### src/rtl/timer_irq_ctrl.sv
// Memory-mapped interval timer with TH reload, prescaler and sticky overflow interrupt.
// Optional overflow counter at +C is built when TIMER_OVF_COUNT_EN is defined.
module timer_irq_ctrl #(
    parameter logic [31:0] BASE_ADDR = 32'h4000_0000,
    parameter int unsigned PRESCALE  = 1
) (
    input  logic        clk,
    input  logic        reset,
    input  logic        rd,
    input  logic        wr,
    input  logic [31:0] addr,
    input  logic [31:0] wdata,
    output logic [31:0] rdata,
    output logic        irqout
);

    localparam logic [15:0] PCNT_MAX = 16'(PRESCALE - 1);

    logic [31:0] th_q, th_d;
    logic [31:0] tl_q, tl_d;
    logic [2:0]  tcon_q, tcon_d;
    logic [15:0] pcnt_q, pcnt_d;
    logic [31:0] ovfcnt_rd;

    logic        hit, wr_th, wr_tl, wr_tcon, wr_ovf;
    logic        tick, ovf;
    logic        unused_bits;

    assign unused_bits = ^{addr[1:0], wdata[31:3]};

    assign hit     = (addr[31:4] == BASE_ADDR[31:4]);
    assign wr_th   = wr && hit && (addr[3:2] == 2'd0);
    assign wr_tl   = wr && hit && (addr[3:2] == 2'd1);
    assign wr_tcon = wr && hit && (addr[3:2] == 2'd2);
    assign wr_ovf  = wr && hit && (addr[3:2] == 2'd3);

    assign tick = tcon_q[0] && (pcnt_q == PCNT_MAX);
    assign ovf  = tick && (tl_q == '1);

    always_comb begin
        th_d   = th_q;
        tl_d   = tl_q;
        tcon_d = tcon_q;
        pcnt_d = '0;

        if (tcon_q[0] && !tick) begin
            pcnt_d = pcnt_q + 16'd1;
        end

        // TL reloads from the pre-write TH, so a same-edge TH write only affects the next reload
        if (tick) begin
            tl_d = ovf ? th_q : tl_q + 32'd1;
        end
        if (ovf && tcon_q[1]) begin
            tcon_d[2] = 1'b1;
        end

        if (wr_th) begin
            th_d = wdata;
        end
        if (wr_tl) begin
            tl_d = wdata;
        end
        if (wr_tcon) begin
            tcon_d = wdata[2:0];
        end
    end

    always_ff @(posedge clk or negedge reset) begin
        if (!reset) begin
            th_q   <= '0;
            tl_q   <= '0;
            tcon_q <= '0;
            pcnt_q <= '0;
        end else begin
            th_q   <= th_d;
            tl_q   <= tl_d;
            tcon_q <= tcon_d;
            pcnt_q <= pcnt_d;
        end
    end

`ifdef TIMER_OVF_COUNT_EN
    logic [31:0] ovfcnt_q, ovfcnt_d;

    always_comb begin
        ovfcnt_d = ovfcnt_q;
        if (wr_ovf) begin
            ovfcnt_d = '0;
        end else if (ovf) begin
            ovfcnt_d = ovfcnt_q + 32'd1;
        end
    end

    always_ff @(posedge clk or negedge reset) begin
        if (!reset) begin
            ovfcnt_q <= '0;
        end else begin
            ovfcnt_q <= ovfcnt_d;
        end
    end

    assign ovfcnt_rd = ovfcnt_q;
`else
    logic unused_ovf;

    assign unused_ovf = wr_ovf;
    assign ovfcnt_rd  = '0;
`endif

    always_comb begin
        rdata = '0;
        if (rd && hit) begin
            case (addr[3:2])
                2'd0:    rdata = th_q;
                2'd1:    rdata = tl_q;
                2'd2:    rdata = {29'b0, tcon_q};
                default: rdata = ovfcnt_rd;
            endcase
        end
    end

    assign irqout = tcon_q[1] & tcon_q[2];

endmodule

### config.mk
export PLATFORM = sky130hd
export DESIGN_NAME = timer_irq_ctrl
export DESIGN_NICKNAME = d
export VERILOG_FILES = /design/src/rtl/timer_irq_ctrl.sv
export SDC_FILE = /design/constraint.sdc
export NUM_CORES = 1
export LEC_CHECK = 0
export BUFFER_PORTS_ARGS = -buffer_cell sky130_fd_sc_hd__buf_2
export CAP_MARGIN = 10
export CORE_MARGIN = 2
export CORE_UTILIZATION = 50
export CTS_BUF_LIST = sky130_fd_sc_hd__clkbuf_8
export DETAILED_ROUTE_END_ITERATION = 8
export PLACE_DENSITY_LB_ADDON = 0.1
export SLEW_MARGIN = 0
export SYNTH_ARGS = -nofsm -noshare
export SYNTH_HDL_FRONTEND = slang
export SYNTH_SLANG_ARGS = --single-unit
### constraint.sdc
create_clock -name clk -period 6.6 [get_ports clk]
set_input_delay 0.99 -clock clk [delete_from_list [all_inputs] [get_ports clk]]
set_output_delay 0.99 -clock clk [all_outputs]
set_load 0.01 [all_outputs]
==> insert_results.sql, run 1 <==
INSERT INTO impl_metrics (metric_group, metric, value, unit) VALUES
('status', 'outcome', 'complete, no violations', ''),
('global_routing', 'global_route_wire_length_before_repair', '21400', 'µm'),
('critical_path', 'worst_ep_arrival_time', '3.38', 'ns'),
('synth', 'average_cell_area_after_synthesis', '9.70', 'µm²'),
('route', 'antenna_left', '0', ''),
('final_layout', 'final_cell_count_no_fill', '734', ''),
('timing', 'max_freq', '0.229', 'GHz'),
('timing', 'timing.final.crit_share', '0.662', ''),
('power', 'power.total', '0.912', 'mW'),
('critical_path', 'crit_fanout', '29', ''),
('cts', 'cell_chosen_for_the_clock_root', 'clkbuf_8', ''),
('synth', 'yosys_top_cell_by_area', 'dfrtp_1', ''),
('timing', 'slew_violations', '0', ''),
('power', 'power_per_cell_area', '160', 'nW/µm²'),
('critical_path', 'cp.required', '5.61', 'ns'),
('placement', 'place_congestion', '0.861', ''),
('global_routing', 'grt_pass1_vias', '4203', ''),
('route', 'routed_wl', '12900', 'µm'),
('synth', 'fraction_of_registers_with_async_set_or_reset_after_synthesis', '1.00', ''),
('timing', 'final_critical_path_setup_slack', '2.23', 'ns'),
('floorplanning', 'floorplan.initialDensity', '0.513', ''),
('timing', 'fin_tns_setup', '0', 'ns'),
('synth', 'synth_nets', '585', ''),
('timing', 'setup-violations-final', '0', ''),
('placement', 'dp_cells', '720', ''),
('route', 'drcViolationCount', '0', ''),
('timing', 'tightest_slew', '1.16', 'ns'),
('global_routing', 'grt_use_total', '0.246', ''),
('floorplanning', 'die_area', '10800', 'µm²'),
('final_layout', 'nNetsFinal', '669', ''),
('floorplanning', 'ports', '101', ''),
('global_routing', 'antenna_found_initial', '0', ''),
('synth', 'yosys_register_bits', '83', ''),
('synth', 'synthMostInstantiatedCell', 'dfrtp_1', ''),
('synth', 'synth_top_cells_by_count', 'dfrtp_1, nor2_1, mux2i_1', ''),
('global_routing', 'grt_max_degree', '84', ''),
('cts', 'cts_tree', 'yes', ''),
('synth', 'postSynth.topFlopCell', 'dfrtp_1', ''),
('placement', 'detailedPlacementHpwl', '8860', 'µm'),
('floorplanning', 'core_region_area', '9730', 'µm²'),
('final_layout', 'areaGrowthSynthToFinish', '14.6', '%'),
('route', 'detailedRoute.firstIterationViolations', '199', ''),
('cts', 'postCtsSetupBuffers', '0', ''),
('route', 'detail_route.first_pass.iterations', '4', ''),
('synth', 'yosysWarnings', '0', ''),
('placement', 'place.port_buffers', '98', ''),
('cts', 'clk_pin_slew_worst_setup_hold_paths', '0.07', 'ns'),
('final_layout', 'multi_input_comb_area', '2740', 'µm²'),
('synth', 'synth.distinct_cells', '55', ''),
('critical_path', 'critPathCaptureType', 'output pin', ''),
('timing', 'min_period', '4.37', 'ns'),
('timing', 'finalHoldViolCount', '0', ''),
('synth', 'synth_enable_flop_cells', '0', ''),
('timing', 'setup_repair_after_global_routing_missed_its_margin', 'no', ''),
('cts', 'cts-resized-gates', '0', ''),
('final_layout', 'antenna_cells_inserted', '0', ''),
('timing', 'finalClockSkew', '0.0120', 'ns'),
('synth', 'yosys-top-cells-area', 'dfrtp_1, mux2i_1, mux2_2, nor2_1, xor2_1', ''),
('floorplanning', 'die_width', '104', 'µm'),
('final_layout', 'seqCellArea', '2080', 'µm²'),
('floorplanning', 'rows', '36', ''),
('route', 'num_vias', '4264', ''),
('floorplanning', 'die_span_in_y', '104', 'µm'),
('synth', 'synthesis.instances', '514', ''),
('synth', 'syn-cell-area', '4990', 'µm²'),
('route', 'vias_per_cell', '5.81', ''),
('run', 'cap_viol_max_count', '0', ''),
('cts', 'worstSkewPairLatency', '0.36', 'ns'),
('cts', 'cts-buffers-inserted', '9', ''),
('cts', 'holdBufCountCts', '0', ''),
('final_layout', 'fraction_of_layout_cells_with_a_size_suffix_above_1', '0.266', '');
## metrics by stage
stage               hold WS, ns  instance area (µm²)  utilization
finish                    0.526                 5710        0.587
global route              0.555                 5710        0.587
CTS                       0.528                 5710        0.587
detailed placement        0.510                 5530        0.569
global placement          0.492                 5530        0.569
floorplan                 0.480                 4990            -
## logic make-up after synthesis
logic type	share of synthesized area
flip-flops	0.416
AO/OA/AOI/OAI	0.119
AND/OR/NAND/NOR	0.195
adder cells (fa/ha/maj)	0.00753
multiplexers	0.175
buffers and inverters	0.0376
XOR/XNOR	0.0492
## metal layers
metal  vias to the layer above  part of all wire  GRT usage
met2                       117              0.48      0.399
met3                        16             0.048     0.0420
met1                      2072              0.46      0.338
li1                       2059                 -          -
met4                         0             0.013     0.0763
met5                         -                 0          0
## final timing paths
kind / from / endpoint / slack, ns / cells after the start
worst max-delay path: addr[13] / rdata[14] / 2.23 / 7
worst min-delay path: th_q[15] / th_q[15] / 0.53 / 1
worst max register to register: pcnt_q[0] / tl_q[27] / 3.86 / 8
worst min register to register: th_q[15] / th_q[15] / 0.53 / 1
max in group asynchronous: reset / tcon_q[2] / 5.09 / 1
min in group asynchronous: reset / pcnt_q[8] / 0.82 / 1
## where the power goes
group,internal [mW],switching (mW),total (mW)
clock network,0.179,0.177,0.355
logic,0.0210,0.0284,0.0494
registers,0.508,0.0000000480,0.508
total,0.708,0.205,0.912
## worst max-delay path: cells and delay by family
kind,cells,cell delay (ns)
and+or+nand+nor,5,2.12
buffers and inverters,2,0.26
## layout by cell type (no fill, tap or decap), drive strengths merged, types with 2 or more instances in the layout
| cell | Yosys | layout |
|---|---|---|
| dfrtp | 83 | 83 |
| xnor2 | 9 | 9 |
| xor2 | 19 | 19 |
| a22o | 2 | 2 |
| nor4 | 18 | 18 |
| nand4 | 11 | 11 |
| and2 | 5 | 5 |
| a31oi | 5 | 5 |
| nand2 | 31 | 31 |
| ha | 3 | 3 |
| a21o | 7 | 7 |
| inv | 8 | 9 |
| and4 | 9 | 9 |
| o22ai | 5 | 5 |
| a211oi | 8 | 8 |
| buf | 13 | 102 |
| o21a | 3 | 3 |
| or4 | 2 | 2 |
| nor2 | 63 | 63 |
| nand3 | 16 | 16 |
| nor4b | 2 | 2 |
| clkbuf | 16 | 10 |
| and3 | 6 | 6 |
| a41oi | 2 | 2 |
| o21ai | 21 | 21 |
| nor2b | 2 | 2 |
| mux2i | 48 | 48 |
| clkinv | 0 | 2 |
| nor3 | 14 | 14 |
| or3 | 3 | 3 |
| a2111oi | 2 | 2 |
| a22oi | 10 | 10 |
| mux2 | 35 | 35 |
| a21oi | 24 | 24 |
## layout make-up
type	count	share of cell area
clock buffer	10	0.0241
timing repair buffer	102	0.0915
tap	133	0.0291
sequential	83	0.364
clock inverter	4	0.00767
multi-input combinational	394	0.479
inverter	8	0.00526
## state kept, by name (all words and copies together), names as in the netlist
name / cells
pcnt_q: 16
tcon_q: 3
th_q: 32
tl_q: 32
(Power assumes the default switching activity.)
==> run 2: changes to the inputs <==
clock period = 3.9 ns   (was 6.6 ns; I/O delays follow)
==> run 2 against run 1 <==
Against the previous run:
- combinational power is 68% higher
- clock skew grew 0.0044 ns
- sequential share of layout area fell by 0.26 points
- count of clock-buffer cells in the layout decreased by 1
- total power up 74%
- first-iteration DRC count up 23%
- via count is 1.2% higher
- sequential power rose by 69%
- flip-flop and latch count unchanged
- worst hold slack got worse by 0.12 ns
- design area increased by 0.72%
==> insert_results.sql, run 2 (synthesis results as in run 1) <==
INSERT INTO impl_metrics (metric_group, metric, value, unit) VALUES
('route', 'detail_route.first_pass.iterations', '4', ''),
('timing', 'min_period', '3.29', 'ns'),
('route', 'num_vias', '4314', ''),
('power', 'power.total', '1.59', 'mW'),
('critical_path', 'r2r_setup_slack', '1.08', 'ns'),
('floorplanning', 'floorplan.initialDensity', '0.513', ''),
('global_routing', 'grt_use_total', '0.246', ''),
('final_layout', 'finalInstanceArea', '5750', 'µm²'),
('critical_path', 'setup.worst_path.start_class', 'input port', ''),
('critical_path', 'crit_fanout', '24', ''),
('worst_hold_path', 'hold_class', 'input port to async pin', ''),
('critical_path', 'r2r_worst_path_depth', '8', ''),
('route', 'detailedRoute.firstIterationViolations', '245', ''),
('timing', 'tightest_slew', '1.15', 'ns'),
('global_routing', 'globalRouteMet1Util', '0.335', ''),
('placement', 'place_congestion', '0.878', ''),
('placement', 'detailedPlacementHpwl', '8890', 'µm'),
('timing', 'timing.final.crit_share', '0.843', ''),
('global_routing', 'antenna_found_initial', '0', ''),
('final_layout', 'nNetsFinal', '672', ''),
('final_layout', 'final_cell_count_no_fill', '739', ''),
('timing', 'setup-violations-final', '0', ''),
('timing', 'slew_violations', '0', ''),
('cts', 'holdBufCountCts', '0', ''),
('power', 'power.internal', '1.20', 'mW'),
('placement', 'place_ws', '0.635', 'ns'),
('critical_path', 'timing.setup.critical_path_class', 'input port to output pin', ''),
('global_routing', 'grt_busiest_layer', 'met2', ''),
('power', 'power.net_switching', '0.391', 'mW'),
('critical_path', 'r2r-end', 'tl_q[13]', ''),
('route', 'routed_wl', '12900', 'µm'),
('timing', 'finalHoldViolCount', '0', ''),
('cts', 'cts-buffers-inserted', '9', ''),
('global_routing', 'global_route_wire_length_before_repair', '21400', 'µm'),
('final_layout', 'final_common_cell', 'buf_2', ''),
('timing', 'setup_repair_after_global_routing_missed_its_margin', 'no', ''),
('placement', 'place.port_buffers', '98', ''),
('power', 'worst_ir_drop_vdd', '0.185', 'mV'),
('timing', 'finalClockSkew', '0.0164', 'ns'),
('run', 'cap_viol_max_count', '0', ''),
('cts', 'cts.htree.levels', '3', ''),
('timing', 'whs', '0.403', 'ns'),
('cts', 'cell_chosen_for_the_clock_root', 'clkbuf_8', ''),
('global_routing', 'groute.layer.met3.usage', '0.0395', ''),
('cts', 'cts-root-to-sink-buffers', '2', ''),
('route', 'routed_wire_length_per_instance', '17.5', 'µm'),
('final_layout', 'most-common-layout-cells', 'buf_2, dfrtp_1, nor2_1, mux2i_1, mux2_2', ''),
('final_layout', 'fraction_of_layout_cells_with_a_size_suffix_above_1', '0.274', ''),
('critical_path', 'worst_r2r_startpoint', 'pcnt_q[0]', ''),
('floorplanning', 'die_span_in_y', '104', 'µm'),
('critical_path', 'endpoint', 'rdata[30]', ''),
('critical_path', 'cp.required', '3.31', 'ns'),
('power', 'power.share.combinational', '0.052', ''),
('global_routing', 'grt_max_degree', '84', ''),
('floorplanning', 'core_region_area', '9730', 'µm²'),
('global_routing', 'grt_pass1_vias', '4190', ''),
('floorplanning', 'die_area', '10800', 'µm²'),
('power', 'pwr-share-seq', '0.542', ''),
('floorplanning', 'ports', '101', ''),
('critical_path', 'worst_ep_arrival_time', '2.70', 'ns'),
('floorplanning', 'die_width', '104', 'µm'),
('cts', 'postCtsSetupBuffers', '0', ''),
('cts', 'clk_pin_slew_worst_setup_hold_paths', '0.10', 'ns'),
('placement', 'dp_cells', '723', ''),
('power', 'p_clk_frac', '0.406', ''),
('power', 'total_leakage_power', '2.58', 'nW'),
('final_layout', 'number_of_fillers_in_the_final_layout', '913', ''),
('cts', 'numClockSinks', '83', ''),
('timing', 'max-slew-margin-rel', '0.231', ''),
('route', 'drcViolationCount', '0', ''),
('final_layout', 'utilization', '0.591', ''),
('timing', 'final_critical_path_setup_slack', '0.611', 'ns'),
('power', 'power_per_cell_area', '276', 'nW/µm²'),
('cts', 'cts_tree', 'yes', ''),
('final_layout', 'areaGrowthSynthToFinish', '15.4', '%'),
('floorplanning', 'rows', '36', ''),
('cts', 'worstSkewPairLatency', '0.37', 'ns'),
('route', 'vias_per_cell', '5.84', ''),
('placement', 'placed_instance_area', '5550', 'µm²'),
('critical_path', 'timing.critical_path.from', 'addr[13]', ''),
('global_routing', 'globalRouteMet2Util', '0.402', ''),
('final_layout', 'antenna_cells_inserted', '0', ''),
('power', 'power.switching_fraction', '0.247', ''),
('global_routing', 'grt_overflow_total', '0', ''),
('critical_path', 'critPathCaptureType', 'output pin', ''),
('timing', 'fin_tns_setup', '0', 'ns'),
('timing', 'max_freq', '0.304', 'GHz'),
('status', 'outcome', 'complete, no violations', ''),
('final_layout', 'biggestRegsByFlops', 'th_q (32), tl_q (32), pcnt_q (16)', ''),
('cts', 'cts-resized-gates', '0', ''),
('route', 'antenna_left', '0', '');
-- run 2: final cells by class --
| type | instances | area [µm²] | share of cell area |
|---|---|---|---|
| Timing Repair Buffer | 105 | 546 | 0.0948 |
| Multi-Input combinational cell | 394 | 2740 | 0.475 |
| Inverter | 8 | 30.0 | 0.00522 |
| Sequential cell | 83 | 2080 | 0.361 |
| Tap cell | 133 | 166 | 0.0289 |
| Clock inverter | 7 | 76.3 | 0.0133 |
| Clock buffer | 9 | 124 | 0.0215 |
-- run 2: critical path, stage by stage --
cell     delay (ns)
buf_2          0.10
nor4b_1        0.34
nand4_1        0.23
nor4_1         0.50
nand2_1        0.32
buf_4          0.32
nor2_1         0.16
buf_2          0.15
-- run 2: worst min-delay path by stage --
stage                       to      from
finish              pcnt_q[12]     reset
detailed placement    th_q[15]  th_q[15]
floorplan            pcnt_q[0]     reset
CTS                    tl_q[4]  wdata[4]
global placement      th_q[15]  th_q[15]
global route           tl_q[4]  wdata[4]
-- run 2: power groups by stage --
stage	Clock, mW	Combinational (mW)	Sequential, mW
after detailed placement	0	0.0844	0.877
after global routing	0.694	0.0916	0.860
after floorplan	0	0.0224	0.877
after CTS	0.657	0.0845	0.860
after global placement	0	0.0836	0.877
final	0.644	0.0832	0.860
-- run 2: per-layer routing --
metal / part of all wire / vias to the layer above
met5: 0 / -
met4: 0.014 / 0
met3: 0.053 / 15
met2: 0.48 / 148
met1: 0.45 / 2091
li1: - / 2060
==> run 3: changes to the inputs <==
clock period = 3.4 ns   (was 3.9 ns; I/O delays follow)
==> run 3 against run 2 <==
Against the previous run:
- total power up 14%
- global-route usage up 0.39 points
- flip-flop and latch count unchanged
- sequential share of layout area down 0.33 points
- non-clock buffer count up 3
- critical path type unchanged
- critical endpoint is now rdata[14]
==> insert_results.sql, run 3 (synthesis results as in run 1) <==
INSERT INTO impl_metrics (metric_group, metric, value, unit) VALUES
('timing', 'timing.final.crit_share', '0.892', ''),
('critical_path', 'path_cells', 'buf_2 -> nor4b_1 -> nand4_1 -> nor4_1 -> nand2_1 -> buf_12 -> nor2_1 -> buf_2', ''),
('timing', 'max-slew-margin-rel', '0.288', ''),
('global_routing', 'grt_pass1_vias', '4289', ''),
('critical_path', 'crit_fanout', '24', ''),
('critical_path', 'timing.setup.critical_path_class', 'input port to output pin', ''),
('placement', 'place_congestion', '0.914', ''),
('floorplanning', 'die_width', '104', 'µm'),
('route', 'routed_wl', '13300', 'µm'),
('timing', 'max_freq', '0.330', 'GHz'),
('cts', 'holdBufCountCts', '0', ''),
('final_layout', 'antenna_cells_inserted', '0', ''),
('cts', 'cts-root-to-sink-buffers', '2', ''),
('route', 'drcViolationCount', '0', ''),
('floorplanning', 'ports', '101', ''),
('global_routing', 'global_route_wire_length_before_repair', '21500', 'µm'),
('timing', 'whs', '0.327', 'ns'),
('timing', 'setup_repair_after_global_routing_missed_its_margin', 'no', ''),
('timing', 'finalClockSkew', '0.0105', 'ns'),
('final_layout', 'most-common-layout-cells', 'buf_2, dfrtp_1, nor2_1, mux2i_1, mux2_2', ''),
('timing', 'setup-violations-final', '0', ''),
('placement', 'place.port_buffers', '98', ''),
('cts', 'cts-buffers-inserted', '9', ''),
('route', 'antenna_left', '0', ''),
('cts', 'postCtsSetupBuffers', '0', ''),
('critical_path', 'timing.critical_path.buf_inv', '3', ''),
('critical_path', 'setup.worst_path.start_class', 'input port', ''),
('placement', 'detailedPlacementHpwl', '9160', 'µm'),
('timing', 'slew_violations', '0', ''),
('cts', 'cell_chosen_for_the_clock_root', 'clkbuf_8', ''),
('power', 'power_per_cell_area', '312', 'nW/µm²'),
('power', 'worst_ir_drop_vdd', '0.202', 'mV'),
('run', 'cap_viol_max_count', '0', ''),
('critical_path', 'critPathTopFamily', 'simple AND/OR/NAND/NOR gates', ''),
('final_layout', 'nNetsFinal', '675', ''),
('final_layout', 'final_common_cell', 'buf_2', ''),
('critical_path', 'r2r_worst_path_depth', '8', ''),
('timing', 'finalHoldViolCount', '0', ''),
('worst_hold_path', 'hold_class', 'input port to async pin', ''),
('route', 'detailedRoute.firstIterationViolations', '198', ''),
('cts', 'cts.htree.levels', '3', ''),
('status', 'outcome', 'complete, no violations', ''),
('timing', 'tightest_slew', '1.07', 'ns'),
('critical_path', 'slowest_delay', '0.46', 'ns'),
('cts', 'numClockSinks', '83', ''),
('final_layout', 'areaGrowthSynthToFinish', '16.5', '%'),
('floorplanning', 'rows', '36', ''),
('route', 'vias_per_cell', '5.82', ''),
('critical_path', 'cp.required', '2.89', 'ns'),
('power', 'total_leakage_power', '2.62', 'nW'),
('cts', 'worstSkewPairLatency', '0.37', 'ns'),
('floorplanning', 'die_area', '10800', 'µm²'),
('floorplanning', 'core_region_area', '9730', 'µm²'),
('cts', 'clk_pin_slew_worst_setup_hold_paths', '0.08', 'ns'),
('global_routing', 'grt_max_degree', '84', ''),
('critical_path', 'path_common_cell', 'buf_2', ''),
('global_routing', 'antenna_found_initial', '0', ''),
('critical_path', 'cell_depth_of_the_worst_setup_path', '8', ''),
('cts', 'cts_tree', 'yes', ''),
('timing', 'min_period', '3.03', 'ns'),
('route', 'routed_wire_length_per_instance', '17.9', 'µm'),
('route', 'detail_route.first_pass.iterations', '4', ''),
('critical_path', 'critPathCaptureType', 'output pin', ''),
('floorplanning', 'floorplan.initialDensity', '0.513', ''),
('timing', 'fin_tns_setup', '0', 'ns'),
('critical_path', 'worst_ep_arrival_time', '2.52', 'ns'),
('final_layout', 'biggestRegsByFlops', 'th_q (32), tl_q (32), pcnt_q (16)', ''),
('timing', 'final_critical_path_setup_slack', '0.368', 'ns'),
('route', 'num_vias', '4312', ''),
('global_routing', 'grt_overflow_total', '0', ''),
('floorplanning', 'die_span_in_y', '104', 'µm'),
('global_routing', 'grt_use_total', '0.250', ''),
('placement', 'place_ws', '0.366', 'ns'),
('final_layout', 'fraction_of_layout_cells_with_a_size_suffix_above_1', '0.273', ''),
('critical_path', 'r2r_setup_slack', '0.79', 'ns'),
('critical_path', 'timing.critical_path.slowest_stage_cell', 'nor4_1', ''),
('cts', 'cts-resized-gates', '0', '');
[run 3: cell count changes in the layout (fill, tap and decap cells not counted), sizes merged]
cell      delta
clkbuf       +2
buf          +3
clkinv       -1
clkinvlp     -2
[run 3: cell type report]
class / count / area, µm²
well taps: 133 / 166
flip-flops and latches: 83 / 2080
multi-input cells: 394 / 2740
clock inverters: 4 / 42.5
fillers: 888 / 3920
clock buffers: 11 / 151
inverters: 8 / 30.0
repair buffers: 108 / 606
[run 3: power breakdown]
group / switching, mW / internal, mW
clock: 0.360 / 0.370
combinational: 0.0550 / 0.0404
sequential: 0.0000000930 / 0.986
total: 0.415 / 1.40
[run 3: path summary, 6_finish.rpt]
kind                           start        end
hold / removal                 reset  pcnt_q[9]
setup / recovery            addr[13]  rdata[14]
setup reg to reg           pcnt_q[0]   tl_q[14]
hold reg to reg            pcnt_q[0]  pcnt_q[0]
max in group asynchronous      reset   th_q[21]
min in group clk            wdata[4]    tl_q[4]
[run 3: worst register-to-register path, stage by stage, from the launching register on]
cell and delay, ns:
dfrtp_1 0.43, inv_1 0.08, ha_1 0.15, nor4b_1 0.21, and4_1 0.36, nand2_1 0.37, a2111oi_0 0.49, a21oi_1 0.12
mux2_2 0.28
[run 3: metal layers]
layer / GRT usage / part of all wire
met5: 0 / 0
met4: 0.0801 / 0.011
met3: 0.0439 / 0.057
met2: 0.418 / 0.48
met1: 0.331 / 0.45
[run 3: through the flow]
step	instances	area (µm²)	total power, mW	utilization
after global placement	726	5610	1.10	0.577
after detailed placement	726	5610	1.10	0.577
final	741	5810	1.81	0.597
after CTS	741	5810	1.82	0.597
after floorplan	514	4990	1.03	-
after global routing	741	5810	1.87	0.597
